File: config.mk
export PLATFORM = sky130hd
export DESIGN_NAME = tinyalu_cmd_ctrl
export DESIGN_NICKNAME = d
export VERILOG_FILES = /design/src/rtl/tinyalu_pkg.sv /design/src/rtl/tinyalu_cmd_fifo.sv /design/src/rtl/tinyalu_cmd_ctrl.sv
export SDC_FILE = /design/constraint.sdc
export NUM_CORES = 1
export LEC_CHECK = 0
export ABC_AREA = 0
export CORE_MARGIN = 2
export CORE_UTILIZATION = 52
export CTS_BUF_LIST = sky130_fd_sc_hd__clkbuf_8 sky130_fd_sc_hd__clkbuf_16
export DETAILED_ROUTE_END_ITERATION = 10
export PLACE_DENSITY_LB_ADDON = 0.2
export SLEW_MARGIN = 40
export SYNTH_ARGS = -nofsm -noshare
export SYNTH_HDL_FRONTEND = slang
export SYNTH_SLANG_ARGS = --single-unit
File: constraint.sdc
create_clock -name clk -period 3.2 [get_ports clk]
set_input_delay 0.8 -clock clk [delete_from_list [all_inputs] [get_ports clk]]
set_output_delay 0.8 -clock clk [all_outputs]
set_load 0.02 [all_outputs]
File: src/rtl/tinyalu_pkg.sv
// tinyalu_pkg
// Shared types for the tinyalu command front-end: ALU opcodes, the
// controller state encoding, the packed FIFO entry width and a helper
// that classifies opcodes the ALU understands.
package tinyalu_pkg;

    typedef enum logic [2:0] {
        no_op  = 3'b000,
        add_op = 3'b001,
        and_op = 3'b010,
        xor_op = 3'b011,
        mul_op = 3'b100
    } operation_t;

    typedef enum logic [1:0] {
        ST_IDLE  = 2'd0,
        ST_ISSUE = 2'd1,
        ST_RESP  = 2'd2
    } ctrl_state_t;

    // FIFO entry layout: {a[7:0], b[7:0], op[2:0]}
    localparam int CMD_W = 19;

    // True for every defined opcode (no_op included); codes 5-7 are illegal.
    function automatic logic is_legal_op(input logic [2:0] op);
        return (op <= 3'd4);
    endfunction

endpackage

File: src/rtl/tinyalu_cmd_fifo.sv
// tinyalu_cmd_fifo
// Synchronous command FIFO with a fall-through head (rdata always shows the
// oldest entry while not empty).
// Ports:
//   clk, reset     clock, synchronous active-high reset (flushes contents)
//   push, wdata    write request and entry; ignored when full
//   pop            remove head entry; ignored when empty
//   rdata          head entry
//   full, empty    occupancy flags
//   count          number of stored entries
module tinyalu_cmd_fifo #(
    parameter int DEPTH = 4,
    parameter int W     = 19
) (
    input  logic                     clk,
    input  logic                     reset,
    input  logic                     push,
    input  logic [W-1:0]             wdata,
    input  logic                     pop,
    output logic [W-1:0]             rdata,
    output logic                     full,
    output logic                     empty,
    output logic [$clog2(DEPTH):0]   count
);

    localparam int AW = $clog2(DEPTH);

    logic [W-1:0]  mem [DEPTH];
    logic [AW-1:0] wr_ptr;
    logic [AW-1:0] rd_ptr;
    logic          do_push;
    logic          do_pop;

    assign full    = (count == (AW+1)'(DEPTH));
    assign empty   = (count == '0);
    assign do_push = push && !full;
    assign do_pop  = pop && !empty;
    assign rdata   = mem[rd_ptr];

    always_ff @(posedge clk) begin
        if (reset) begin
            wr_ptr <= '0;
            rd_ptr <= '0;
            count  <= '0;
        end else begin
            if (do_push) wr_ptr <= wr_ptr + 1'b1;
            if (do_pop)  rd_ptr <= rd_ptr + 1'b1;
            unique case ({do_push, do_pop})
                2'b10:   count <= count + 1'b1;
                2'b01:   count <= count - 1'b1;
                default: ;
            endcase
        end
    end

    always_ff @(posedge clk) begin
        if (do_push) mem[wr_ptr] <= wdata;
    end

endmodule

File: src/rtl/tinyalu_cmd_ctrl.sv
// tinyalu_cmd_ctrl
// Command front-end for tinyalu: buffers commands, drives the ALU start/done
// handshake and returns results on a valid/ready response port. no_op and
// undefined opcodes are answered locally without starting the ALU.
// Optional macro TINYALU_CTRL_TIMEOUT_EN adds a watchdog that aborts an
// ISSUE lasting TIMEOUT_CYCLES cycles with result 0, err 1.
// Ports:
//   clk, reset                         clock, synchronous active-high reset
//   cmd_valid/cmd_ready, cmd_a/b/op    command input (cmd_ready = !full)
//   alu_a/b/op, alu_start              registered ALU command
//   alu_done, alu_result               ALU completion
//   rsp_valid/rsp_ready                response handshake
//   rsp_result, rsp_op, rsp_err        registered response payload
//   busy                               FIFO non-empty or FSM not idle
//
// state    | meaning
// ---------+---------------------------------------------------------
// ST_IDLE  | waiting for a FIFO entry; pops and classifies the head
// ST_ISSUE | alu_start high, operands held, waiting for alu_done
// ST_RESP  | rsp_valid high, payload held until rsp_ready
module tinyalu_cmd_ctrl
    import tinyalu_pkg::*;
#(
    parameter int FIFO_DEPTH     = 4,
    parameter int TIMEOUT_CYCLES = 16
) (
    input  logic        clk,
    input  logic        reset,
    input  logic        cmd_valid,
    output logic        cmd_ready,
    input  logic [7:0]  cmd_a,
    input  logic [7:0]  cmd_b,
    input  logic [2:0]  cmd_op,
    output logic [7:0]  alu_a,
    output logic [7:0]  alu_b,
    output logic [2:0]  alu_op,
    output logic        alu_start,
    input  logic        alu_done,
    input  logic [15:0] alu_result,
    output logic        rsp_valid,
    input  logic        rsp_ready,
    output logic [15:0] rsp_result,
    output logic [2:0]  rsp_op,
    output logic        rsp_err,
    output logic        busy
);

    if (FIFO_DEPTH < 2 || (FIFO_DEPTH & (FIFO_DEPTH - 1)) != 0 || TIMEOUT_CYCLES < 1) begin : g_param_check
        $error("tinyalu_cmd_ctrl: FIFO_DEPTH must be a power of two >= 2, TIMEOUT_CYCLES >= 1");
    end

    ctrl_state_t                 state_q, state_d;
    logic [CMD_W-1:0]            head;
    logic                        fifo_full;
    logic                        fifo_empty;
    logic [$clog2(FIFO_DEPTH):0] fifo_count;
    logic                        pop;
    logic [7:0]                  head_a, head_b;
    logic [2:0]                  head_op;

    logic [7:0]  alu_a_d, alu_b_d;
    logic [2:0]  alu_op_d;
    logic [15:0] rsp_result_d;
    logic [2:0]  rsp_op_d;
    logic        rsp_err_d;

    tinyalu_cmd_fifo #(
        .DEPTH (FIFO_DEPTH),
        .W     (CMD_W)
    ) u_fifo (
        .clk   (clk),
        .reset (reset),
        .push  (cmd_valid),
        .wdata ({cmd_a, cmd_b, cmd_op}),
        .pop   (pop),
        .rdata (head),
        .full  (fifo_full),
        .empty (fifo_empty),
        .count (fifo_count)
    );

    assign {head_a, head_b, head_op} = head;
    assign cmd_ready = !fifo_full;
    assign busy      = (fifo_count != '0) || (state_q != ST_IDLE);

`ifdef TINYALU_CTRL_TIMEOUT_EN
    localparam int WD_W = $clog2(TIMEOUT_CYCLES + 1);
    logic [WD_W-1:0] wd_cnt;
    logic            wd_expired;

    // wd_cnt counts completed ISSUE cycles, so it reads TIMEOUT_CYCLES-1
    // during the last permitted ISSUE cycle.
    assign wd_expired = (wd_cnt == WD_W'(TIMEOUT_CYCLES - 1));

    always_ff @(posedge clk) begin
        if (reset || state_q != ST_ISSUE) wd_cnt <= '0;
        else                              wd_cnt <= wd_cnt + 1'b1;
    end
`endif

    always_comb begin
        state_d      = state_q;
        pop          = 1'b0;
        alu_a_d      = alu_a;
        alu_b_d      = alu_b;
        alu_op_d     = alu_op;
        rsp_result_d = rsp_result;
        rsp_op_d     = rsp_op;
        rsp_err_d    = rsp_err;
        unique case (state_q)
            ST_IDLE: begin
                if (!fifo_empty) begin
                    pop      = 1'b1;
                    rsp_op_d = head_op;
                    if (head_op == no_op || !is_legal_op(head_op)) begin
                        state_d      = ST_RESP;
                        rsp_result_d = 16'h0000;
                        rsp_err_d    = (head_op != no_op);
                    end else begin
                        state_d  = ST_ISSUE;
                        alu_a_d  = head_a;
                        alu_b_d  = head_b;
                        alu_op_d = head_op;
                    end
                end
            end
            ST_ISSUE: begin
                if (alu_done) begin
                    state_d      = ST_RESP;
                    rsp_result_d = alu_result;
                    rsp_err_d    = 1'b0;
                end
`ifdef TINYALU_CTRL_TIMEOUT_EN
                else if (wd_expired) begin
                    state_d      = ST_RESP;
                    rsp_result_d = 16'h0000;
                    rsp_err_d    = 1'b1;
                end
`endif
            end
            ST_RESP: begin
                if (rsp_ready) state_d = ST_IDLE;
            end
            default: state_d = ST_IDLE;
        endcase
    end

    // alu_start and rsp_valid are registered copies of the next state so
    // both outputs come straight from flops.
    always_ff @(posedge clk) begin
        if (reset) begin
            state_q    <= ST_IDLE;
            alu_a      <= '0;
            alu_b      <= '0;
            alu_op     <= '0;
            alu_start  <= 1'b0;
            rsp_valid  <= 1'b0;
            rsp_result <= '0;
            rsp_op     <= '0;
            rsp_err    <= 1'b0;
        end else begin
            state_q    <= state_d;
            alu_a      <= alu_a_d;
            alu_b      <= alu_b_d;
            alu_op     <= alu_op_d;
            alu_start  <= (state_d == ST_ISSUE);
            rsp_valid  <= (state_d == ST_RESP);
            rsp_result <= rsp_result_d;
            rsp_op     <= rsp_op_d;
            rsp_err    <= rsp_err_d;
        end
    end

endmodule

==> qor.yml <==
clock_tree:
  cts-root-buf: "clkbuf_8"
  post-cts-setup-buffers: 0
  h-tree-depth: 4
  insertion_delay_ns: 0.52
  cts_resized: 0
  cts_tree: "done"
  path_clk_slew_ns: 0.06
  clock_sinks: 128
  clk_path_buf_depth: 2
  cts_hold_buf: 0
  numCtsBuffers: 17
setup_path:
  cp-start-kind: "flop"
  slowest_delay_ns: 0.57
  worstPathCellList: "nor3_2 -> nand2_1 -> clkdlybuf4s50_1"
  crit_type: "reg2out"
  critical_path_required_ns: 2.40
  slowest_stage: "clkdlybuf4s50_1"
  cp_data_arrival_time_ns: 2.09
  crit_fanout: 10
  critPathBufInv: 1
  crit_family: "simple AND/OR/NAND/NOR gates"
  endpoint_kind: "output port"
synth:
  yosysWarnings: 0
  synth_flop_cell: "edfxtp_1"
  synth_common_cells: "76 x edfxtp_1, 52 x dfxtp_1, 30 x a21oi_1"
  synth_xor_area_share_pct: 0.366
  synthMuxAreaShare_pct: 8.93
  synth_edf_count: 76
  synth_nets: 367
  synth-compound-area-share_pct: 10.4
  yosysSeqAreaShare_pct: 69.4
  synth_top_family_by_area: "compound AO/OA/AOI/OAI gates"
  yosys.cell_types.count: 35
  synth-seq-cells: 128
  async_reset_ff_share_pct: 0
  synth.area.top_cells: "edfxtp_1 48%, dfxtp_1 22%, mux4_2 8.9%"
  syn_avg_cell_area_sq_um: 15.0
  yosysTopAreaCellShare_pct: 47.6
  synth-simple-area-share_pct: 5.69
  synth_fa_ha_area_share_pct: 1.98
  synth_top_area_cell: "edfxtp_1"
  synth.cell_area_sq_um: 4790
  synthCells: 320
  yosysMostFrequentCell: "edfxtp_1"
floorplanning:
  die_area_sq_um: 10000
  die_w_um: 100
  ios: 83
  std_cell_rows: 35
  core_area_sq_um: 9110
  initial_core_util_pct: 52.6
  die_h_um: 100
finish:
  drive_above_1_share_pct: 15.7
  fin_util_pct: 69.1
  nNetsFinal: 455
  syn_to_final_growth_pct: 31.4
  num_antenna_cells: 0
  instances_no_fill: 532
timing:
  worstMarginPinSlew_ns: 0.685
  hold_viol_final: 0
  setup_ws_ns: 0.313
  fin_worst_skew_ns: 0.0136
  slew_violations: 0
  rsz0062_at_grt: "false"
  final.min_clock_period_ns: 2.89
  finalSetupViolations: 0
  setup-tns-final_ns: 0
  min_period_over_period_pct: 90.2
  timing.fmax_ghz: 0.346
  slew_headroom_pct: 54.3
power:
  ir_drop_v: 0.000487
  p_total_mw: 5.91
  p_leak_nw: 2.17
  p_per_area_nw_per_um2: 939
drt:
  drt-pass1-iter-count: 4
  num_vias: 3063
  drc_errors: 0
  drt-total-wl_mm: 9.78
  wl_per_cell_um: 18.4
  antenna_left: 0
  drtIter0Drc: 214
  via_per_inst: 5.76
hold_path:
  hp-class: "reg2reg"
place:
  io_buffers: 82
  place_inst: 500
  routabilityCongestion: 0.719
  place_worst_setup_slack_ns: 0.465
  post-dp-hpwl_mm: 5.91
global_route:
  grt_max_degree: 32
  use_met3_pct: 6.41
  antenna_found_initial: 0
  grt_pass1_vias: 2988
  globalRoute.busiestLayer: "met2"
  grt_use_total_pct: 20.9
  grt_pass1_wl_mm: 15.6
  met2_usage_pct: 33.5
  grt_overflow: 0
  use_met1_pct: 27.4
flow_run:
  maxCapViolCount: 0
status:
  status: "completed"
## sequential cells by signal, indices dropped and copies added (netlist names), named ones only
name           count
alu_b              8
state_q            2
u_fifo.mem        76
rsp_valid          1
u_fifo.count       3
alu_start          1
alu_a              8
rsp_op             3
u_fifo.rd_ptr      2
rsp_err            1
alu_op             3
u_fifo.wr_ptr      2
rsp_result        16
## placed cells by master, fill, tap and decap left out, types with 3 or more instances in the layout
master           Yosys  final
a21oi_1             30     30
and3_1               4      4
or3_1                4      3
nor2_1               9      9
nand3_1             24     24
clkinv_4             0      3
o21ai_0             23     23
a22o_1              16     16
clkbuf_16            0     16
inv_6                0      5
nand2_1              3      3
mux4_2              19     19
dfxtp_1             52     52
inv_1                8      9
ha_1                 6      6
edfxtp_1            76     76
clkdlybuf4s50_1      0     82
buf_4                2     11
## power by group
group          switching (mW)  internal [mW]  total (mW)  leakage [nW]
clock                   0.723           1.12        1.84         0.281
combinational            1.10          0.778        1.88         0.768
sequential              0.160           2.03        2.19          1.12
## worst min-delay path: stages (launching register included)
cell and delay (ns):
dfxtp_1 0.30, o21ai_0 0.06, a21oi_1 0.06
## final timing paths
check,start,end,slack [ns],depth (start not counted)
worst max-delay path,u_fifo.count[0],busy,0.31,3
worst min-delay path,alu_a[0],alu_a[0],0.47,2
worst max register to register,flop,alu_a[7],0.53,6
worst min register to register,alu_a[0],alu_a[0],0.47,2
## metal layers
metal	vias to the layer above	part of all wire, %
met1	1562	42
met3	7	4.9
met4	0	1.0
li1	1412	-
met5	-	0
met2	82	52
## final cells by class
type                    count  area, sq um
flip-flops and latches    128         3320
well taps                 111          139
fillers                   622         2820
clock inverters            15          159
inverters                   8         30.0
clock buffers              17          414
multi-input cells         160         1330
repair buffers             93          903
## through the flow
| step | instance area [sq um] | hold slack, ns |
|---|---|---|
| 2_1_floorplan | 4790 | 0.475 |
| 3_3_place_gp | 5720 | 0.460 |
| 3_5_place_dp | 5720 | 0.466 |
| 4_1_cts | 6290 | 0.478 |
| 5_1_grt | 6290 | 0.503 |
| 6_report | 6290 | 0.473 |
## logic make-up after synthesis
family,count (synthesis)
AND/OR/NAND/NOR,52
flip-flops,128
multiplexers,19
AO/OA/AOI/OAI,80
buffers and inverters,32
adder cells (fa/ha/maj),7
XOR/XNOR,2
Note: power is estimated with default switching activity, not from simulation.
